--- config.mk ---
export PLATFORM = sky130hd
export DESIGN_NAME = if_fetch_ctrl_flat
export DESIGN_NICKNAME = d
export VERILOG_FILES = /design/src/rtl/if_pkg.sv /design/src/rtl/if_fetch_ctrl_if.sv /design/src/rtl/if_skid_buf.sv /design/src/rtl/if_fetch_ctrl.sv /design/src/flat_wrapper.sv
export SDC_FILE = /design/constraint.sdc
export NUM_CORES = 1
export LEC_CHECK = 0
export BUFFER_PORTS_ARGS = -buffer_cell sky130_fd_sc_hd__buf_2
export CAP_MARGIN = 10
export CORE_ASPECT_RATIO = 1.4
export CORE_MARGIN = 4
export CORE_UTILIZATION = 25
export CTS_CLUSTER_DIAMETER = 60
export CTS_CLUSTER_SIZE = 16
export DETAILED_ROUTE_END_ITERATION = 8
export PLACE_DENSITY = 0.4
export REMOVE_ABC_BUFFERS = 1
export SYNTH_ARGS = -nofsm -noshare
export SYNTH_HDL_FRONTEND = slang
export SYNTH_SLANG_ARGS = --single-unit
--- constraint.sdc ---
create_clock -name clk -period 2.72 [get_ports clk]
set_input_delay 0.136 -clock clk [delete_from_list [all_inputs] [get_ports clk]]
set_output_delay 0.136 -clock clk [all_outputs]
set_load 0.05 [all_outputs]
--- src/rtl/if_pkg.sv ---
// Shared types for the instruction-fetch controller.
// Fetch FSM states, fetch packet bundle and the NOP encoding.
package if_pkg;

    localparam logic [31:0] NOP_INST = 32'h0000_0013;

    typedef enum logic [1:0] {
        REQ,
        WAIT,
        HOLD,
        DRAIN
    } fetch_state_e;

    typedef struct packed {
        logic [31:0] inst;
        logic [31:0] pc;
    } fetch_pkt_t;

    function automatic logic [31:0] pc_next(input logic [31:0] pc);
        return pc + 32'd4;
    endfunction

endpackage

--- src/rtl/if_fetch_ctrl_if.sv ---
// Instruction-memory request/response channel.
// master = fetch controller, slave = instruction memory.
interface if_fetch_ctrl_if;

    logic        imem_req_valid;
    logic        imem_req_ready;
    logic [31:0] imem_req_addr;
    logic        imem_rsp_valid;
    logic [31:0] imem_rsp_data;

    modport master (
        output imem_req_valid,
        output imem_req_addr,
        input  imem_req_ready,
        input  imem_rsp_valid,
        input  imem_rsp_data
    );

    modport slave (
        input  imem_req_valid,
        input  imem_req_addr,
        output imem_req_ready,
        output imem_rsp_valid,
        output imem_rsp_data
    );

endinterface

--- src/rtl/if_skid_buf.sv ---
// One-entry fetch packet buffer with load/unload/clear.
// Serves as both the decode output slot and the skid entry.
module if_skid_buf
    import if_pkg::*;
#(
    parameter logic [31:0] EMPTY_INST = 32'h0000_0013
) (
    input  logic       clk,
    input  logic       nrst,
    input  logic       load,
    input  logic       unload,
    input  logic       clear,
    input  fetch_pkt_t din,
    output fetch_pkt_t dout,
    output logic       full
);

    // clear beats load beats unload; emptying keeps the pc field
    always_ff @(posedge clk) begin
        if (!nrst || clear) begin
            dout <= {EMPTY_INST, 32'h0};
            full <= 1'b0;
        end else if (load) begin
            dout <= din;
            full <= 1'b1;
        end else if (unload) begin
            dout.inst <= EMPTY_INST;
            full      <= 1'b0;
        end
    end

endmodule

--- src/rtl/if_fetch_ctrl.sv ---
// Instruction-fetch controller: owns the PC, issues one imem
// request at a time and feeds {inst, pc, valid} to decode.
module if_fetch_ctrl
    import if_pkg::*;
#(
    parameter logic [31:0] RESET_PC = 32'h0000_0000,
    parameter logic [31:0] NOP_INST = if_pkg::NOP_INST
) (
    input  logic                    clk,
    input  logic                    nrst,
    input  logic                    stall,
    input  logic                    redirect,
    input  logic [31:0]             redirect_pc,
    if_fetch_ctrl_if.master         imem,
    output logic [31:0]             inst_out,
    output logic [31:0]             pc_out,
    output logic                    inst_valid
);

    fetch_state_e state;
    logic [31:0]  pc;
    logic [31:0]  req_pc;

    fetch_pkt_t   rsp_pkt;
    fetch_pkt_t   slot_d;
    fetch_pkt_t   slot_q;
    fetch_pkt_t   skid_q;
    logic         slot_full;
    logic         skid_full;
    logic         slot_load;
    logic         skid_load;
    logic         skid_unload;
    logic         consume;
    logic         hs;
    logic         rsp_valid;

    assign imem.imem_req_valid = (state == REQ);
    assign imem.imem_req_addr  = pc;

    assign hs        = imem.imem_req_valid & imem.imem_req_ready;
    assign rsp_valid = imem.imem_rsp_valid;
    assign consume   = slot_full & ~stall;
    assign rsp_pkt   = {imem.imem_rsp_data, req_pc};

    // steer a response or the skid entry into the output slot
    always_comb begin
        slot_load   = 1'b0;
        skid_load   = 1'b0;
        skid_unload = 1'b0;
        slot_d      = rsp_pkt;
        if (!redirect) begin
            unique case (1'b1)
                (state == WAIT) && rsp_valid: begin
                    if (!slot_full || consume) slot_load = 1'b1;
                    else                       skid_load = 1'b1;
                end
                (state == HOLD) && skid_full && consume: begin
                    slot_load   = 1'b1;
                    skid_unload = 1'b1;
                    slot_d      = skid_q;
                end
                default: ;
            endcase
        end
    end

    // fetch FSM and PC; redirect lands in DRAIN while a request is in flight
    always_ff @(posedge clk) begin
        if (!nrst) begin
            state  <= REQ;
            pc     <= RESET_PC;
            req_pc <= '0;
        end else if (redirect) begin
            pc <= redirect_pc;
            if (((state == REQ) && hs) ||
                (((state == WAIT) || (state == DRAIN)) && !rsp_valid))
                state <= DRAIN;
            else
                state <= REQ;
        end else begin
            unique case (state)
                REQ: if (hs) begin
                    req_pc <= pc;
                    pc     <= pc_next(pc);
                    state  <= WAIT;
                end
                WAIT: if (rsp_valid) begin
                    state <= slot_load ? REQ : HOLD;
                end
                HOLD: if (consume) begin
                    state <= REQ;
                end
                DRAIN: if (rsp_valid) begin
                    state <= REQ;
                end
                default: state <= REQ;
            endcase
        end
    end

    if_skid_buf #(
        .EMPTY_INST (NOP_INST)
    ) u_slot (
        .clk    (clk),
        .nrst   (nrst),
        .load   (slot_load),
        .unload (consume),
        .clear  (redirect),
        .din    (slot_d),
        .dout   (slot_q),
        .full   (slot_full)
    );

    if_skid_buf #(
        .EMPTY_INST (NOP_INST)
    ) u_skid (
        .clk    (clk),
        .nrst   (nrst),
        .load   (skid_load),
        .unload (skid_unload),
        .clear  (redirect),
        .din    (rsp_pkt),
        .dout   (skid_q),
        .full   (skid_full)
    );

    assign inst_out   = slot_q.inst;
    assign pc_out     = slot_q.pc;
    assign inst_valid = slot_full;

    // a response is only legal while a request is outstanding
    a_rsp_in_flight: assert property (
        @(posedge clk) disable iff (!nrst)
        rsp_valid |-> ((state == WAIT) || (state == DRAIN))
    );

endmodule

--- src/flat_wrapper.sv ---
// flat-port wrapper written by rule: the top's interface ports become plain ports
module if_fetch_ctrl_flat import if_pkg::*;
#(
    parameter logic [31:0] RESET_PC = 32'h0000_0000,
    parameter logic [31:0] NOP_INST = if_pkg::NOP_INST
)
  (clk, nrst, stall, redirect, redirect_pc, inst_out, pc_out, inst_valid, imem_imem_req_valid, imem_imem_req_addr, imem_imem_req_ready, imem_imem_rsp_valid, imem_imem_rsp_data);
  if_fetch_ctrl_if imem_i ();
  input  logic clk;
  input  logic nrst;
  input  logic stall;
  input  logic redirect;
  input  logic [31:0] redirect_pc;
  output logic [31:0] inst_out;
  output logic [31:0] pc_out;
  output logic inst_valid;
  output wire logic [$bits(imem_i.imem_req_valid)-1:0] imem_imem_req_valid;
  output wire logic [$bits(imem_i.imem_req_addr)-1:0] imem_imem_req_addr;
  input wire logic [$bits(imem_i.imem_req_ready)-1:0] imem_imem_req_ready;
  input wire logic [$bits(imem_i.imem_rsp_valid)-1:0] imem_imem_rsp_valid;
  input wire logic [$bits(imem_i.imem_rsp_data)-1:0] imem_imem_rsp_data;
  assign imem_imem_req_valid = imem_i.imem_req_valid;
  assign imem_imem_req_addr = imem_i.imem_req_addr;
  assign imem_i.imem_req_ready = imem_imem_req_ready;
  assign imem_i.imem_rsp_valid = imem_imem_rsp_valid;
  assign imem_i.imem_rsp_data = imem_imem_rsp_data;
  if_fetch_ctrl #(.RESET_PC(RESET_PC), .NOP_INST(NOP_INST)) u_core (.clk(clk), .nrst(nrst), .stall(stall), .redirect(redirect), .redirect_pc(redirect_pc), .imem(imem_i), .inst_out(inst_out), .pc_out(pc_out), .inst_valid(inst_valid));
endmodule
==> flow_summary.json, run 1 <==
{
  "max-slew-margin-rel_pct": 42.4,
  "wl_met2_mm": 12.6,
  "route.met3.wl_mm": 1.23,
  "drtPass1Iterations": 5,
  "die_w_um": 158,
  "area_delta_synth_final_pct": 30.2,
  "syn_area_mm2": 0.00789,
  "vias": 7234,
  "criticalPathCategory": "reg2reg",
  "rsz0062_at_grt": "no",
  "core_area_mm2": 0.0310,
  "fmax_mhz": 454,
  "post-route-util_pct": 33.1,
  "die_area_mm2": 0.0345,
  "leakage_nw": 3.87,
  "gp_congestion": 0.764,
  "grt_pass1_vias": 7163,
  "drv_slew": 0,
  "cts_resized": 0,
  "synth_top_area_cell": "dfxtp_1",
  "final_area_mm2": 0.0103,
  "numCtsBuffers": 17,
  "drc_errors": 0,
  "vias_per_cell": 4.76,
  "synthTopCellsByArea": "dfxtp_1, nand2_1, nor2_1",
  "fill_cells": 3337,
  "initial_utilization_pct": 25.5,
  "synth_seq_cells": 196,
  "met1_length_mm": 12.0,
  "grt_max_degree": 64,
  "clk_path_buf_depth": 2,
  "setup_viol": 0,
  "cts_setup_buffers": 0,
  "min_period_ps": 2200,
  "portBuffers": 167,
  "yosys.area.top_type_share_pct": 49.7,
  "cp-start-kind": "flip-flop",
  "grt_pass1_wl_mm": 41.0,
  "hold_class": "in2reg",
  "yosysWarningCount": 0,
  "worst_ep_required_time_ps": 3090,
  "fin_nets": 1189,
  "highest_layer": "met5",
  "layout_commonest_cell": "nand2_1",
  "post_drt_wl_per_cell_um": 17.2,
  "slowest_delay_ps": 670,
  "drive_gt1_share_pct": 20.8,
  "worstPathCellList": "nand4bb_1, nor2_4, buf_4, a22oi_1, nor2_1",
  "powerDensity_mw_per_mm2": 611,
  "cts_tree": "built",
  "peakVddDrop_uv": 358,
  "rows": 76,
  "grt_overflow": 0,
  "antenna_found_initial": 1,
  "syn_area_per_cell_um2": 8.46,
  "synth_edf_count": 0,
  "cts_num_sinks": 196,
  "finClkSkew_ps": 9.23,
  "synthArstFlopShare_pct": 0,
  "dp_hpwl_mm": 16.9,
  "synth_top_flop_cell": "dfxtp_1",
  "grtUsageTotal_pct": 15.2,
  "totalPowerFinal_w": 0.00628,
  "clk_latency_ps": 440,
  "final-hold-violation-count": 0,
  "path_max_fanout": 63,
  "endpoint_kind": "flip-flop",
  "clk_pin_slew_ps": 70,
  "timing.final.crit_share_pct": 80.9,
  "pre_cts_slack_ps": 508,
  "finalHoldWorstSlack_ps": 43.2,
  "critPathSlowestCell": "buf_4",
  "maxCapViolCount": 0,
  "reg2reg_slack_ps": 520,
  "critical_path_arrival_ps": 2570,
  "tightest_slew_ps": 864,
  "first_iter_violations": 487,
  "chipHeight_um": 218,
  "final_cell_mix": "nand2_1, dfxtp_1, buf_2",
  "place_area_mm2": 0.00912,
  "ctsHtreeMaxLevel": 4,
  "clockRootBuffer": "clkbuf_16",
  "worst_slack_ps": 519,
  "pin_count": 168,
  "antenna_cells": 0,
  "synthCells": 933,
  "drtAntennaViolNets": 0,
  "synth.distinct_cells": 52,
  "yosysSeqAreaShare_pct": 49.7,
  "wirelength_mm": 26.2,
  "status": "completed"
}
synth_stat cells, types with 2 or more instances:
cell type / count
xor2_1: 9
xnor2_1: 16
o22ai_1: 6
nand4_1: 10
and2_1: 3
nor2b_1: 7
and4_1: 4
nand2_1: 223
nand3_1: 12
o211a_1: 6
a21boi_0: 32
mux2i_1: 4
or3_1: 2
a22oi_1: 30
a222oi_1: 29
buf_2: 23
nor2_1: 104
a31oi_1: 2
o21ai_0: 30
a311oi_1: 32
a21oi_1: 52
o21a_1: 2
buf_1: 2
nor4_1: 8
nand2b_1: 6
and2_0: 2
inv_1: 3
clkbuf_1: 51
nor3_1: 5
dfxtp_1: 196
layout make-up:
type                       instances  area [µm²]  area share, %
multi-input combinational        656        3660           35.6
clock buffer                      18         429           4.18
timing repair buffer             243        1580           15.4
inverter                           4        15.0          0.146
sequential                       196        3920           38.2
tap                              390         488           4.75
clock inverter                    14         178           1.73
what timing repair did:
item                                    4_1_cts  5_1_grt
endpoints found under the setup margin        0        0
hold buffers                                 55        0
hold endpoints to repair                     84        0
final timing paths:
check | start | depth (start not counted) | end
setup reg to reg | u_core.state[0]$_SDFFE_PN0P_ | 5 | u_core.u_skid.dout[51]$_SDFFE_PP0P_
setup / recovery | u_core.state[0]$_SDFFE_PN0P_ | 5 | u_core.u_skid.dout[51]$_SDFFE_PP0P_
hold reg to reg | u_core.u_skid.dout[22]$_SDFFE_PP0N_ | 2 | u_core.u_skid.dout[22]$_SDFFE_PP0N_
hold / removal | redirect_pc[29] | 4 | u_core.imem.imem_req_addr[29]$_SDFFE_PN0N_
kinds of logic after synthesis:
logic type	count (synthesis)	synth area share, %
muxes	5	0.650
adders and majority gates	1	0.158
AOI/OAI and AO/OA	226	20.4
xor gates and xnor gates	25	2.77
DFF	196	49.7
and+or+nand+nor	399	22.0
buffers and inverters	81	4.26
power breakdown:
group	internal (W)	leakage (nW)	switching, W
Clock	0.00146	0.289	0.00119
Sequential	0.00292	1.59	0.0000819
Combinational	0.000217	1.99	0.000396
worst max-delay path: cells and delay by family (launching register included):
family | cells | cell delay [ps]
compound gates | 1 | 200
buf+inv | 1 | 670
simple gates | 3 | 750
flops | 1 | 500
flip-flops by register name (all words and copies together) (netlist names):
signal                     cells
u_core.imem.imem_req_addr     32
u_core.req_pc                 32
u_core.state                   2
u_core.u_skid.dout            64
u_core.u_skid.full             1
u_core.u_slot.dout            64
u_core.u_slot.full             1
metrics by stage:
| stage | setup TNS, ps | std cells |
|---|---|---|
| after detailed placement | 0 | 1434 |
| after floorplan | -21020 | 856 |
| after global routing | 0 | 1521 |
| after CTS | 0 | 1521 |
| final | 0 | 1521 |
| after global placement | 0 | 1434 |
routing by layer:
metal | track usage (%) | up-vias
li1 | - | 3656
met1 | 19.8 | 3383
met2 | 25.3 | 174
met3 | 3.29 | 19
met4 | 4.30 | 2
met5 | 0 | -
No activity file was read; power rests on OpenSTA's default activity.
==> inputs of run 2 (changes only) <==
Settings changed: PLACE_DENSITY 0.4 to 0.41.
Clock period 2.72 ns to 1.9 ns, I/O delays scaled along.
==> run 2 against run 1 <==
Against the previous run: flip-flop and latch count is the same; core utilization grew 1.7 points; critical endpoint is now u_core.imem.imem_req_addr[30]$_SDFFE_PN0N_; non-clock buffer count grew 45; highest routed layer is now met4; critical path type unchanged; clock skew shrank 1.3 ps; cell area rose by 5.0%; register-to-register slack lost 420 ps; wire length up 2.4%; largest cell class unchanged; count of clock-buffer cells in the layout unchanged.
==> flow_summary.json, run 2 (synthesis results as in run 1) <==
{
  "final_cell_mix": "nand2_1, dfxtp_1, buf_2",
  "numCtsBuffers": 17,
  "grt_pass1_wl_mm": 41.3,
  "antenna_found_initial": 0,
  "drv_slew": 0,
  "drtAntennaViolNets": 0,
  "peakVddDrop_uv": 500,
  "post-route-util_pct": 34.8,
  "startpoint": "u_core.imem.imem_req_addr[13]$_SDFFE_PN0N_",
  "fin_nets": 1235,
  "grt_max_degree": 85,
  "drtPass1Iterations": 8,
  "worst_ep_required_time_ps": 2270,
  "criticalPathCategory": "reg2reg",
  "p_sw_share_pct": 26.6,
  "maxCapViolCount": 0,
  "first_iter_violations": 562,
  "drive_gt1_share_pct": 23.9,
  "pwr-share-clk_pct": 41.9,
  "cts_num_sinks": 196,
  "finClkSkew_ps": 7.94,
  "timing.final.crit_share_pct": 94.9,
  "reg.largest.list": "u_core.u_skid.dout: 64 flops, u_core.u_slot.dout: 64 flops",
  "clk_path_buf_depth": 2,
  "hold_class": "in2reg",
  "power_frac_seq_pct": 47.0,
  "min_period_ps": 1800,
  "endpoint_kind": "flip-flop",
  "chipHeight_um": 218,
  "tns_ps": 0,
  "layout.cells.non_filler": 1567,
  "wirelength_mm": 26.8,
  "drc_errors": 0,
  "portBuffers": 167,
  "status": "completed",
  "layout_commonest_cell": "nand2_1",
  "initial_utilization_pct": 25.5,
  "hold_start": "redirect_pc[21]",
  "rsz0062_at_grt": "no",
  "area_delta_synth_final_pct": 36.7,
  "cts_tree": "built",
  "die_area_mm2": 0.0345,
  "powerDensity_mw_per_mm2": 841,
  "cp-start-kind": "flip-flop",
  "grtUsageTotal_pct": 15.3,
  "rows": 76,
  "fmax_mhz": 554,
  "leakage_nw": 4.15,
  "r2r_start": "u_core.imem.imem_req_addr[13]$_SDFFE_PN0N_",
  "totalPowerFinal_w": 0.00908,
  "final-hold-violation-count": 0,
  "clk_latency_ps": 450,
  "tightest_slew_ps": 477,
  "setup_viol": 0,
  "grt_overflow": 0,
  "max-slew-margin-rel_pct": 68.2,
  "core_area_mm2": 0.0310,
  "dp_hpwl_mm": 18.3,
  "path_max_fanout": 5,
  "internal_power_w": 0.00667,
  "post_drt_wl_per_cell_um": 17.1,
  "pwr-share-comb_pct": 11.1,
  "grt_pass1_vias": 7255,
  "ctsHtreeMaxLevel": 4,
  "clockRootBuffer": "clkbuf_16",
  "pin_count": 168,
  "die_w_um": 158,
  "critical_path_arrival_ps": 2170,
  "antenna_cells": 0,
  "clk_pin_slew_ps": 80,
  "p_sw_w": 0.00241,
  "gp_congestion": 0.785,
  "vias_per_cell": 4.74,
  "vias": 7429,
  "dpl.cell_count": 1471
}
-- run 2: area by class of cell --
type | count | area [µm²]
Fill cell | 3259 | 20200
Sequential cell | 196 | 3930
Multi-Input combinational cell | 657 | 3700
Timing Repair Buffer | 288 | 2050
Tap cell | 390 | 488
Clock buffer | 18 | 429
Clock inverter | 14 | 179
Inverter | 4 | 15.0
-- run 2: worst max-delay path, cell delays in order, from the launching register on --
cell and delay, ps:
dfxtp_1 350, nand4_2 120, or4_4 600, nor3_2 210
mux2_2 350, o211ai_1 90
-- run 2: final timing paths --
check / endpoint / slack (ps) / cells after the start
min: u_core.imem.imem_req_addr[21]$_SDFFE_PN0N_ / 30 / 3
min reg2reg: u_core.u_skid.dout[8]$_SDFFE_PP0N_ / 460 / 2
max: u_core.imem.imem_req_addr[30]$_SDFFE_PN0N_ / 100 / 5
max reg2reg: u_core.imem.imem_req_addr[30]$_SDFFE_PN0N_ / 100 / 5
-- run 2: repair_timing --
item / in CTS / in global routing
resized for setup: 0 / 8
hold buffers: 60 / 0
endpoints found under the hold margin: 92 / 0
setup endpoints to repair: 0 / 102
buffers inserted: 0 / 2
-- run 2: per-stage QoR --
stage / hold slack [ps] / worst slack, ps / instance area, µm²
floorplan: 205 / -1520 / 7570
global placement: 336 / 58.0 / 9480
detailed placement: 334 / 37.0 / 9480
CTS: 20.4 / 10.7 / 10700
global route: 35.0 / 1.66 / 10800
finish: 34.7 / 96.0 / 10800
-- run 2: power groups by stage --
stage | Combinational (W) | Clock, W | Sequential, W
2_1_floorplan | 0.000267 | 0 | 0.00456
3_3_place_gp | 0.000917 | 0 | 0.00436
3_5_place_dp | 0.000915 | 0 | 0.00436
4_1_cts | 0.00101 | 0.00396 | 0.00426
5_1_grt | 0.00109 | 0.00410 | 0.00428
6_report | 0.00101 | 0.00380 | 0.00427
-- run 2: metal layers --
metal | global-route usage, % | part of all wire, % | vias up
li1 | - | - | 3745
met1 | 18.4 | 43 | 3489
met2 | 26.8 | 51 | 168
met3 | 3.27 | 4.1 | 27
met4 | 5.12 | 2.1 | 0
met5 | 0 | 0 | -
==> inputs of run 3 (changes only) <==
Settings changed: PLACE_DENSITY 0.41 to 0.4.
Clock period 1.9 ns to 2.1 ns, I/O delays scaled along.
==> run 3 against run 2 <==
Against the previous run: hold slack worse by 9.6 ps; die area did not move; clock skew is 2.0 ps higher; register-to-register slack better by 90 ps; clock power is 5% lower; cell area is 1.6% lower; largest cell class unchanged; via count is 0.74% lower; global-route usage fell by 0.093 points; wire length is 2.7% lower; highest routed layer unchanged; maximum frequency decreased by 5.6%; critical path depth is the same; flip-flop and latch count stayed put.
==> flow_summary.json, run 3 (synthesis results as in run 1) <==
{
  "clk_pin_slew_ps": 70,
  "vias": 7374,
  "cts_setup_buffers": 0,
  "grtUsageTotal_pct": 15.2,
  "place_area_mm2": 0.00937,
  "core_area_mm2": 0.0310,
  "worst_ep_required_time_ps": 2460,
  "clk_latency_ps": 440,
  "wirelength_mm": 26.1,
  "rows": 76,
  "peakVddDrop_uv": 390,
  "initial_utilization_pct": 25.5,
  "first_iter_violations": 545,
  "r2r_start": "u_core.imem.imem_req_addr[16]$_SDFFE_PN0N_",
  "fmax_mhz": 523,
  "tns_ps": 0,
  "setup_viol": 0,
  "clk_path_buf_depth": 2,
  "grt_overflow": 0,
  "maxCapViolCount": 0,
  "antenna_found_initial": 0,
  "tightest_slew_ps": 386,
  "cts_num_sinks": 196,
  "clockRootBuffer": "clkbuf_16",
  "path_max_fanout": 7,
  "drtAntennaViolNets": 0,
  "antenna_cells": 0,
  "pre_cts_slack_ps": 151,
  "die_w_um": 158,
  "layout_commonest_cell": "nand2_1",
  "drv_slew": 0,
  "drc_errors": 0,
  "use_met1_pct": 19.7,
  "criticalPathCategory": "reg2reg",
  "min_period_ps": 1910,
  "final_cell_mix": "nand2_1, dfxtp_1, buf_2",
  "fin_nets": 1219,
  "portBuffers": 167,
  "vias_per_cell": 4.75,
  "leakage_nw": 4.07,
  "top_usage_layer": "met2",
  "area_delta_synth_final_pct": 34.4,
  "cts_tree": "built",
  "powerDensity_mw_per_mm2": 788,
  "hold_class": "in2reg",
  "max-slew-margin-rel_pct": 74.0,
  "final-hold-violation-count": 0,
  "dp_hpwl_mm": 17.6,
  "endpoint_kind": "flip-flop",
  "drive_gt1_share_pct": 22.7,
  "die_area_mm2": 0.0345,
  "chipHeight_um": 218,
  "pin_count": 168,
  "startpoint": "u_core.imem.imem_req_addr[16]$_SDFFE_PN0N_",
  "finClkSkew_ps": 9.94,
  "use_met2_pct": 25.0,
  "grt_pass1_vias": 7343,
  "grt_max_degree": 71,
  "gp_congestion": 0.766,
  "reg.largest.list": "u_core.u_skid.dout: 64 flops, u_core.u_slot.dout: 64 flops",
  "hold_start": "redirect_pc[29]",
  "status": "completed",
  "post_drt_wl_per_cell_um": 16.8,
  "grt_pass1_wl_mm": 41.4,
  "final_area_mm2": 0.0106,
  "critical_path_arrival_ps": 2270,
  "rsz0062_at_grt": "no",
  "drtPass1Iterations": 6,
  "timing.final.crit_share_pct": 91.0,
  "worst_slack_ps": 189,
  "ctsHtreeMaxLevel": 4,
  "grt_util_met3_pct": 3.25,
  "numCtsBuffers": 17,
  "cp-start-kind": "flip-flop"
}
==> run 3: cell count changes in the layout (fill, tap and decap cells not counted), moves of 2 or more <==
cell | before | now
clkinvlp_4 | 5 | 2
buf_4 | 48 | 40
nor4_1 | 6 | 8
buf_12 | 11 | 7
clkbuf_8 | 0 | 4
dfxtp_2 | 2 | 0
dlygate4sd3_1 | 60 | 58
dfxtp_1 | 194 | 196
==> run 3: area by class of cell <==
cell class	instances	area, µm²
Multi-Input combinational cell	656	3670
Timing Repair Buffer	273	1870
Fill cell	3367	20400
Clock inverter	11	171
Sequential cell	196	3920
Clock buffer	21	480
Inverter	4	15.0
Tap cell	390	488
==> run 3: final timing paths <==
| check | endpoint | slack (ps) | cells past startpoint |
|---|---|---|---|
| worst max register to register | u_core.imem.imem_req_addr[30]$_SDFFE_PN0N_ | 190 | 5 |
| worst min register to register | u_core.u_skid.dout[23]$_SDFFE_PP0N_ | 460 | 2 |
| worst max-delay path | u_core.imem.imem_req_addr[30]$_SDFFE_PN0N_ | 190 | 5 |
| worst min-delay path | u_core.imem.imem_req_addr[29]$_SDFFE_PN0N_ | 30 | 4 |
==> run 3: per-stage QoR <==
stage          hold slack, ps  total power (W)  cells  util [%]
5_1_grt                  24.8          0.00872   1551      34.2
6_report                 25.1          0.00836   1551      34.2
3_3_place_gp              332          0.00476   1461      30.2
3_5_place_dp              335          0.00475   1461      30.2
2_1_floorplan             215          0.00436    856         -
4_1_cts                  1.68          0.00852   1551      34.2
==> run 3: power by group <==
part	internal (W)	leakage [nW]	switching, W
clock	0.00213	0.316	0.00149
sequential	0.00379	1.59	0.0000824
combinational	0.000328	2.16	0.000542
total	0.00625	4.07	0.00212
==> run 3: timing repair <==
| action | in CTS | in global routing |
|---|---|---|
| endpoints found under the hold margin | 90 | 0 |
| hold buffers | 58 | 0 |
| gates resized for setup | 0 | 2 |
| endpoints found under the setup margin | 0 | 9 |
==> run 3: layer usage <==
layer	vias up	wire length (µm)
met4	0	610
met5	-	0
met1	3456	11900
li1	3707	-
met3	27	1160
met2	184	12400
==> run 3: worst max-delay path, stage by stage (launching register included) <==
cell	delay, ps
dfxtp_1	460
nand3_1	160
or4_4	560
nor3_2	210
mux2_2	350
o211ai_1	90
